$ cat src/rtl/ped_crossing_if.sv
// Push-button and lamp/status bundle of the pedestrian-crossing controller.
// The master side is the button panel / supervisor; the slave side is the controller.
interface ped_crossing_if #(
   parameter int NUM_REQ = 2
) ();
   logic [NUM_REQ-1:0] ped_req;
   logic               veh_stop;
   logic               ped_red;
   logic               ped_yellow;
   logic               ped_green;
   logic               req_pending;
   logic [2:0]         state;

   modport master (
      output ped_req,
      input  veh_stop, ped_red, ped_yellow, ped_green, req_pending, state
   );

   modport slave (
      input  ped_req,
      output veh_stop, ped_red, ped_yellow, ped_green, req_pending, state
   );
endinterface

$ cat src/rtl/ped_crossing_ctrl.sv
// Pedestrian-crossing phase controller: IDLE -> STOP -> WALK -> CLEAR -> GAP, tick-timed.
// Optional build macro PED_FLASH_EN makes the clearance lamp flash instead of staying steady.
module ped_crossing_ctrl #(
   parameter int CLK_PER_TICK  = 4,
   parameter int STOP_TICKS    = 2,
   parameter int WALK_TICKS    = 5,
   parameter int CLEAR_TICKS   = 2,
   parameter int MIN_GAP_TICKS = 3,
   parameter int NUM_REQ       = 2,
   parameter int CNT_W         = 8,
   parameter int PRE_W         = 16
) (
   input logic           clk,
   input logic           reset,
   ped_crossing_if.slave bus
);
   typedef enum logic [2:0] {
      IDLE  = 3'd0,
      STOP  = 3'd1,
      WALK  = 3'd2,
      CLEAR = 3'd3,
      GAP   = 3'd4
   } state_t;

   localparam int GAP_D = (MIN_GAP_TICKS > 0) ? MIN_GAP_TICKS : 1;
   localparam logic [PRE_W-1:0] PRE_LAST   = PRE_W'(CLK_PER_TICK - 1);
   localparam logic [CNT_W-1:0] STOP_LAST  = CNT_W'(STOP_TICKS - 1);
   localparam logic [CNT_W-1:0] WALK_LAST  = CNT_W'(WALK_TICKS - 1);
   localparam logic [CNT_W-1:0] CLEAR_LAST = CNT_W'(CLEAR_TICKS - 1);
   localparam logic [CNT_W-1:0] GAP_LAST   = CNT_W'(GAP_D - 1);

   state_t             state_q, state_d;
   logic [PRE_W-1:0]   pre_q;
   logic [CNT_W-1:0]   tmr_q;
   logic               latch_q, latch_d;
   logic               tick;
   logic               entering;
   logic               yel_on;
   logic [NUM_REQ-1:0] req_s;

   assign req_s    = bus.ped_req;
   assign tick     = (pre_q == PRE_LAST);
   assign entering = (state_d != state_q);

   always_comb begin
      state_d = state_q;
      case (state_q)
         IDLE:  if (latch_q) state_d = STOP;
         STOP:  if (tick && tmr_q == STOP_LAST) state_d = WALK;
         WALK:  if (tick && tmr_q == WALK_LAST) state_d = CLEAR;
         CLEAR: if (tick && tmr_q == CLEAR_LAST) state_d = (MIN_GAP_TICKS > 0) ? GAP : IDLE;
         GAP:   if (tick && tmr_q == GAP_LAST) state_d = IDLE;
         default: state_d = IDLE;
      endcase
   end

   // Clearing on WALK entry wins over a press sampled on that same edge.
   assign latch_d = (state_q == STOP && state_d == WALK) ? 1'b0 : (latch_q | (|req_s));

   always_ff @(posedge clk or posedge reset) begin
      if (reset) begin
         state_q <= IDLE;
         pre_q   <= '0;
         tmr_q   <= '0;
         latch_q <= 1'b0;
      end else begin
         state_q <= state_d;
         latch_q <= latch_d;
         if (entering || state_q == IDLE) begin
            pre_q <= '0;
            tmr_q <= '0;
         end else if (tick) begin
            pre_q <= '0;
            tmr_q <= tmr_q + 1'b1;
         end else begin
            pre_q <= pre_q + 1'b1;
         end
      end
   end

`ifdef PED_FLASH_EN
   logic flash_q;

   // Yellow is lit on CLEAR entry and inverts on every tick while in CLEAR.
   always_ff @(posedge clk or posedge reset) begin
      if (reset) begin
         flash_q <= 1'b1;
      end else if (state_d == CLEAR && state_q != CLEAR) begin
         flash_q <= 1'b1;
      end else if (state_q == CLEAR && tick) begin
         flash_q <= ~flash_q;
      end
   end

   assign yel_on = flash_q;
`else
   assign yel_on = 1'b1;
`endif

   logic veh_stop_c, ped_red_c, ped_yellow_c, ped_green_c;

   always_comb begin
      veh_stop_c   = 1'b0;
      ped_red_c    = 1'b1;
      ped_yellow_c = 1'b0;
      ped_green_c  = 1'b0;
      case (state_q)
         STOP: veh_stop_c = 1'b1;
         WALK: begin
            veh_stop_c  = 1'b1;
            ped_red_c   = 1'b0;
            ped_green_c = 1'b1;
         end
         CLEAR: begin
            veh_stop_c   = 1'b1;
            ped_red_c    = 1'b0;
            ped_yellow_c = yel_on;
         end
         default: ;
      endcase
   end

   assign bus.veh_stop    = veh_stop_c;
   assign bus.ped_red     = ped_red_c;
   assign bus.ped_yellow  = ped_yellow_c;
   assign bus.ped_green   = ped_green_c;
   assign bus.req_pending = latch_q;
   assign bus.state       = state_q;
endmodule
$ cat src/flat_wrapper.sv
// flat-port wrapper written by rule: the top's interface ports become plain ports
module ped_crossing_ctrl_flat 
#(
   parameter int CLK_PER_TICK  = 4,
   parameter int STOP_TICKS    = 2,
   parameter int WALK_TICKS    = 5,
   parameter int CLEAR_TICKS   = 2,
   parameter int MIN_GAP_TICKS = 3,
   parameter int NUM_REQ       = 2,
   parameter int CNT_W         = 8,
   parameter int PRE_W         = 16
)
  (clk, reset, bus_ped_req, bus_veh_stop, bus_ped_red, bus_ped_yellow, bus_ped_green, bus_req_pending, bus_state);
  ped_crossing_if #(.NUM_REQ(NUM_REQ)) bus_i ();
  input logic clk;
  input logic reset;
  input wire logic [$bits(bus_i.ped_req)-1:0] bus_ped_req;
  output wire logic [$bits(bus_i.veh_stop)-1:0] bus_veh_stop;
  output wire logic [$bits(bus_i.ped_red)-1:0] bus_ped_red;
  output wire logic [$bits(bus_i.ped_yellow)-1:0] bus_ped_yellow;
  output wire logic [$bits(bus_i.ped_green)-1:0] bus_ped_green;
  output wire logic [$bits(bus_i.req_pending)-1:0] bus_req_pending;
  output wire logic [$bits(bus_i.state)-1:0] bus_state;
  assign bus_i.ped_req = bus_ped_req;
  assign bus_veh_stop = bus_i.veh_stop;
  assign bus_ped_red = bus_i.ped_red;
  assign bus_ped_yellow = bus_i.ped_yellow;
  assign bus_ped_green = bus_i.ped_green;
  assign bus_req_pending = bus_i.req_pending;
  assign bus_state = bus_i.state;
  ped_crossing_ctrl #(.CLK_PER_TICK(CLK_PER_TICK), .STOP_TICKS(STOP_TICKS), .WALK_TICKS(WALK_TICKS), .CLEAR_TICKS(CLEAR_TICKS), .MIN_GAP_TICKS(MIN_GAP_TICKS), .NUM_REQ(NUM_REQ), .CNT_W(CNT_W), .PRE_W(PRE_W)) u_core (.clk(clk), .reset(reset), .bus(bus_i));
endmodule
$ cat config.mk
export PLATFORM = sky130hd
export DESIGN_NAME = ped_crossing_ctrl_flat
export DESIGN_NICKNAME = d
export VERILOG_FILES = /design/src/rtl/ped_crossing_if.sv /design/src/rtl/ped_crossing_ctrl.sv /design/src/flat_wrapper.sv
export SDC_FILE = /design/constraint.sdc
export NUM_CORES = 1
export LEC_CHECK = 0
export CAP_MARGIN = 15
export CORE_ASPECT_RATIO = 1.2
export CORE_UTILIZATION = 55
export CTS_BUF_LIST = sky130_fd_sc_hd__clkbuf_4 sky130_fd_sc_hd__clkbuf_8 sky130_fd_sc_hd__clkbuf_16
export CTS_CLUSTER_DIAMETER = 100
export DETAILED_ROUTE_END_ITERATION = 12
export GPL_TIMING_DRIVEN = 0
export HOLD_SLACK_MARGIN = 0.08
export MAX_ROUTING_LAYER = met4
export PLACE_DENSITY = 0.87
export SYNTH_ARGS = -nofsm -noshare
export SYNTH_HDL_FRONTEND = slang
export SYNTH_SLANG_ARGS = --single-unit
$ cat constraint.sdc
create_clock -name clk -period 2.2 [get_ports clk]
set_input_delay 0.33 -clock clk [delete_from_list [all_inputs] [get_ports clk]]
set_output_delay 0.33 -clock clk [all_outputs]
set_load 0.01 [all_outputs]
# Word-level counts from Yosys, hierarchy flattened
# Cells that the tools add are included.
# W data, S select, Z words.
# word_totals
reg_bits	28
in_bits	4
out_inout_bits	8
elab_cells	42
# op_classes
addsub	2
eq_ne	10
n_mux	15
n_bitwise	1
n_reduce_logical	10
# op_table
operator	count
$mux W16	2
$add A16 B1 Y16 const B	1
$eq A16 B2 Y1 const B	1
$mux W8	2
$mux W3	5
$pmux W3 S5	1
$eq A3 B2 Y1 const B	3
$add A8 B1 Y8 const B	1
$eq A8 B1 Y1 const B	1
$eq A8 B2 Y1 const B	1
$eq A8 B3 Y1 const B	1
$mux W1	5
$logic_and A1 B1 Y1	4
$reduce_or A2 Y1	2
$eq A3 B1 Y1 const B	1
$eq A3 B3 Y1 const B	1
$logic_not A3 Y1	1
$ne A3 B3 Y1	1
$reduce_or A3 Y1	1
$reduce_bool A2 Y1	1
$logic_or A1 B1 Y1	1
$or A1 B1 Y1	1

# Logic depth before layout (Yosys ltp)
# Gate-level depths: netlist of run 1.
# logic_depth
ltp_word	7
mapped_depth	7
mapped_depth_nobuf	6

# Worst setup path before layout of run 1
# OpenSTA, ideal clock, no wires.
# synth_timing
path_type	register -> register
startpoint	register u_core.pre_q[0]
endpoint	register u_core.pre_q[11]
setup_ns	0.119
arrival_ns	1.751
required_time_ns	2.081
path_slack_ns	0.329
stages_incl_launch_ff	7
n_path_buf	1
synth_period_minus_slack_ns	1.871
path_cell_list	dfrtp_1 -> ha_1 -> nor4b_4 -> nand3_2 -> o31ai_4 -> buf_6 -> nor2_2
# synth_via
elab_chain_len	7
elab_cells_between_ends	14
cone_classes	1 x add/sub; 2 x eq/ne; 7 x mux; 4 x reduce/logical
# synth_rtl
element	line	rtl
from (decl)	ped_crossing_ctrl.sv:33	logic [PRE_W-1:0] pre_q;
from (signal assigned)	ped_crossing_ctrl.sv:76	pre_q <= pre_q + 1'b1;
$eq A16 B2 Y1	ped_crossing_ctrl.sv:42	assign tick = (pre_q == PRE_LAST);
$logic_and A1 B1 Y1 (on tied branches)	--	
$mux W3 (on tied branches)	--	
$pmux W3 S5	ped_crossing_ctrl.sv:47	case (state_q)
$ne A3 B3 Y1	ped_crossing_ctrl.sv:43	assign entering = (state_d != state_q);
$logic_or A1 B1 Y1	ped_crossing_ctrl.sv:69	if (entering || state_q == IDLE) begin
$mux W16 (*)	ped_crossing_ctrl.sv:69	
# Every way passes the cells marked *; elsewhere a longest branch is shown, timed or not.
# A chain may end at the register's enable or synchronous reset.

# Final worst setup path of run 1
# layout_timing
startpoint	register u_core.pre_q[0]
endpoint	register u_core.tmr_q[2]
# layout_via
elab_chain_len	7
elab_cells_between_ends	13
cone_classes	2 x eq/ne; 6 x mux; 5 x reduce/logical
# layout_rtl
element	line	rtl
$eq A16 B2 Y1 (*)	ped_crossing_ctrl.sv:42	
$logic_and A1 B1 Y1 (on tied branches)	--	
$mux W3 (on tied branches)	--	
$pmux W3 S5	ped_crossing_ctrl.sv:47	
$ne A3 B3 Y1	ped_crossing_ctrl.sv:43	
$logic_or A1 B1 Y1	ped_crossing_ctrl.sv:69	
$mux W8 or $reduce_bool A2 Y1 (tied branches)	--	
to (signal assigned)	ped_crossing_ctrl.sv:74	tmr_q <= tmr_q + 1'b1;
to (decl)	ped_crossing_ctrl.sv:34	logic [CNT_W-1:0] tmr_q;
# Marked as above.

==> impl_metrics.yaml, run 1 <==
sta:
  final_hold_viol_count: 0
  hold_ws_ns: 0.213
  rsz0062_at_grt: "no"
  finalCritPeriodShare: 0.929
  finalClockSkew_ns: 0.0144
  slew_violations: 0
  worst_slack_ns: 0.156
  tightestPinTransition_ns: 0.409
  fmax_mhz: 489
  fin_tns_setup_ns: 0
  max_slew_margin: 0.724
  finalSetupViolCount: 0
  period_needed_ns: 2.04
clock_network:
  clock_latency_ns: 0.34
  cts_buffers: 3
  numClockSinks: 28
  cts-htree-levels: 1
  clk_pin_slew_worst_paths_ns: 0.16
  root_buffer: "clkbuf_4"
  tritoncts: "done"
  clock_path_buffers: 2
layout:
  diodes: 0
  drive_gt1_frac: 0.161
  ff_latch_area_sq_um: 702
  final_area_sq_um: 1890
  num-fill-cells: 208
  multi_input_area_sq_um: 896
  syn_to_final_growth_pct: 15.1
  nets: 190
  stdcell_count: 214
drt:
  wl_per_cell_microns: 15.3
  viasPerCell: 6.04
  wl_met1_microns: 1400
  dr.max_layer_used: "met4"
  first_pass_iters: 4
  ant_nets: 0
  wl_microns: 3270
  drc: 0
  route.met3.wl_microns: 80
  route.met2.wl_microns: 1760
  vias: 1293
  drt_iter0_markers: 30
logic_synthesis:
  synth_common_cells: "dfrtp_1 (28), nor2_2 (10), nand4_1 (9), nor2_1 (9), xnor2_1 (9)"
  muxShareOfSynthArea: 0.00610
  synth-edff-count: 0
  synth_cell_types: 39
  avgSynthCellArea_sq_um: 10.1
  synth_ff_type: "dfrtp_1"
  syn_nets: 172
  synth-xor-area-share: 0.0801
  async_reset_ff_frac: 1.00
  synthSimpleGateAreaFrac: 0.320
  netlist_instances: 163
  synth_top_cell_area_share: 0.427
  synth_area_sq_um: 1640
  synth_area_leaders: "dfrtp_1 (43%), xnor2_1 (4.8%), nor4_4 (3.9%)"
  synth_top_area_cell: "dfrtp_1"
  yosysSeqAreaShare: 0.427
  synth_top_family_by_area: "simple AND/OR/NAND/NOR gates"
  synth-seq-cells: 28
  ys.warnings.count: 0
  synth.most_common_cell: "dfrtp_1"
  synth_compound_area_frac: 0.0999
  synthAdderAreaFrac: 0.0381
setup_path:
  crit_fanout: 8
  required_ns: 2.43
  arrival_ns: 2.27
  end_kind: "flip-flop"
  crit_type: "reg2reg"
  start_kind: "flip-flop"
pwr:
  leakage_nw: 0.755
  cellPowerDensity_nw_per_um2: 939
  ir_worst_vdd_mv: 0.793
floorplan:
  die_w_microns: 51.9
  core_sq_um: 2810
  die_y_microns: 61.8
  fp-row-count: 21
  dieArea_sq_um: 3210
  start_util: 0.583
  ios: 12
placement:
  placed_area_sq_um: 1790
  port_buffers: 11
  dp_hpwl_microns: 2430
  gp_congestion: 0.832
  pre_cts_slack_ns: 0.00665
  dp.cells: 208
grt:
  grt_pass1_wl_microns: 5180
  grt_max_degree: 29
  track_usage: 0.225
  antenna_found_initial: 0
  grt_pass1_vias: 1207
  overflow: 0
job:
  drv_cap: 0
worst_hold_path:
  holdCritPathClass: "in2async"
outcome:
  status: "finished clean"
==> where the power goes <==
group	total, mW	leakage, nW	switching [mW]	internal, mW
registers	0.777	0.365	0.166	0.611
clock network	0.342	0.0279	0.158	0.184
logic	0.654	0.362	0.338	0.317
total	1.77	0.755	0.662	1.11
==> timing repair <==
item                                    4_1_cts  5_1_grt
pin swaps                                     1        1
hold buffers                                  0        0
endpoints found under the setup margin       13       20
resized for setup                             0        2
buffers inserted                              0        2
==> cells by family after synthesis <==
kind of cell,Yosys count
compound gates,25
xor+xnor,15
fa+ha+maj,5
buf+inv,10
flops,28
mux,1
simple gates,79
==> state kept, by name, summed over array words and instances (netlist names) <==
signal and count:
u_core.bus.req_pending 1, u_core.bus.state 3, u_core.pre_q 16, u_core.tmr_q 8
==> cell usage in the layout, fill, tap and decap left out, drive strengths merged <==
cell and instances:
a211oi 2, a21oi 8, a22o 1, and2 1, and3 2, and4 1
buf 5, bufinv 1, clkbuf 3, clkdlybuf4s50 11, dfrtp 28, ha 5
inv 7, mux2i 1, nand2 7, nand2b 2, nand3 9, nand3b 1
nand4 11, nor2 19, nor3 8, nor4 6, nor4b 2, nor4bb 1
o2111ai 1, o21ai 8, o22ai 1, o31ai 3, o41ai 1, or2 1
or3 6, or4 2, xnor2 9, xor2 6
==> stage by stage <==
step	total power [mW]	util
global route	1.89	0.672
CTS	1.76	0.655
global placement	1.37	0.638
floorplan	1.21	-
finish	1.77	0.672
detailed placement	1.42	0.638
==> area by class of cell <==
| cell class | instances | share of cell area |
|---|---|---|
| clock inverters | 1 | 0.0159 |
| clock buffers | 3 | 0.0119 |
| repair buffers | 14 | 0.0808 |
| inverters | 7 | 0.0139 |
| plain buffers | 2 | 0.00861 |
| flip-flops and latches | 28 | 0.372 |
| well taps | 34 | 0.0225 |
| multi-input cells | 125 | 0.474 |
==> metal layers <==
metal	vias to the layer above	GRT usage
met5	-	-
met1	639	0.245
met3	6	0.0292
li1	635	-
met4	0	0.0734
met2	13	0.419
==> worst paths after layout <==
| check | from | end | slack, ns | depth (start not counted) |
|---|---|---|---|---|
| max in group asynchronous | reset | u_core.pre_q[15]$_DFF_PP0_ | 1.60 | 3 |
| min | reset | u_core.pre_q[9]$_DFF_PP0_ | 0.21 | 2 |
| max reg2reg | u_core.pre_q[0]$_DFF_PP0_ | u_core.tmr_q[2]$_DFFE_PP0P_ | 0.16 | 7 |
| min reg2reg | u_core.pre_q[0]$_DFF_PP0_ | u_core.pre_q[0]$_DFF_PP0_ | 0.54 | 1 |
| min in group clk | u_core.pre_q[0]$_DFF_PP0_ | u_core.pre_q[0]$_DFF_PP0_ | 0.54 | 1 |
| max | u_core.pre_q[0]$_DFF_PP0_ | u_core.tmr_q[2]$_DFFE_PP0P_ | 0.16 | 7 |
==> worst max-delay path: stages, from the launching register on <==
cell,delay [ns]
dfrtp_1,0.46
ha_2,0.27
nor4b_4,0.31
buf_4,0.17
nand3_2,0.13
o31ai_4,0.31
buf_4,0.22
a211oi_1,0.07
Power figures use the tool's default switching activity.
==> run 2: changes to the inputs <==
- CORE_MARGIN: not set -> 1
==> results of run 2 <==
Same layout as run 1: the final DEF is identical, and so are final timing and power.
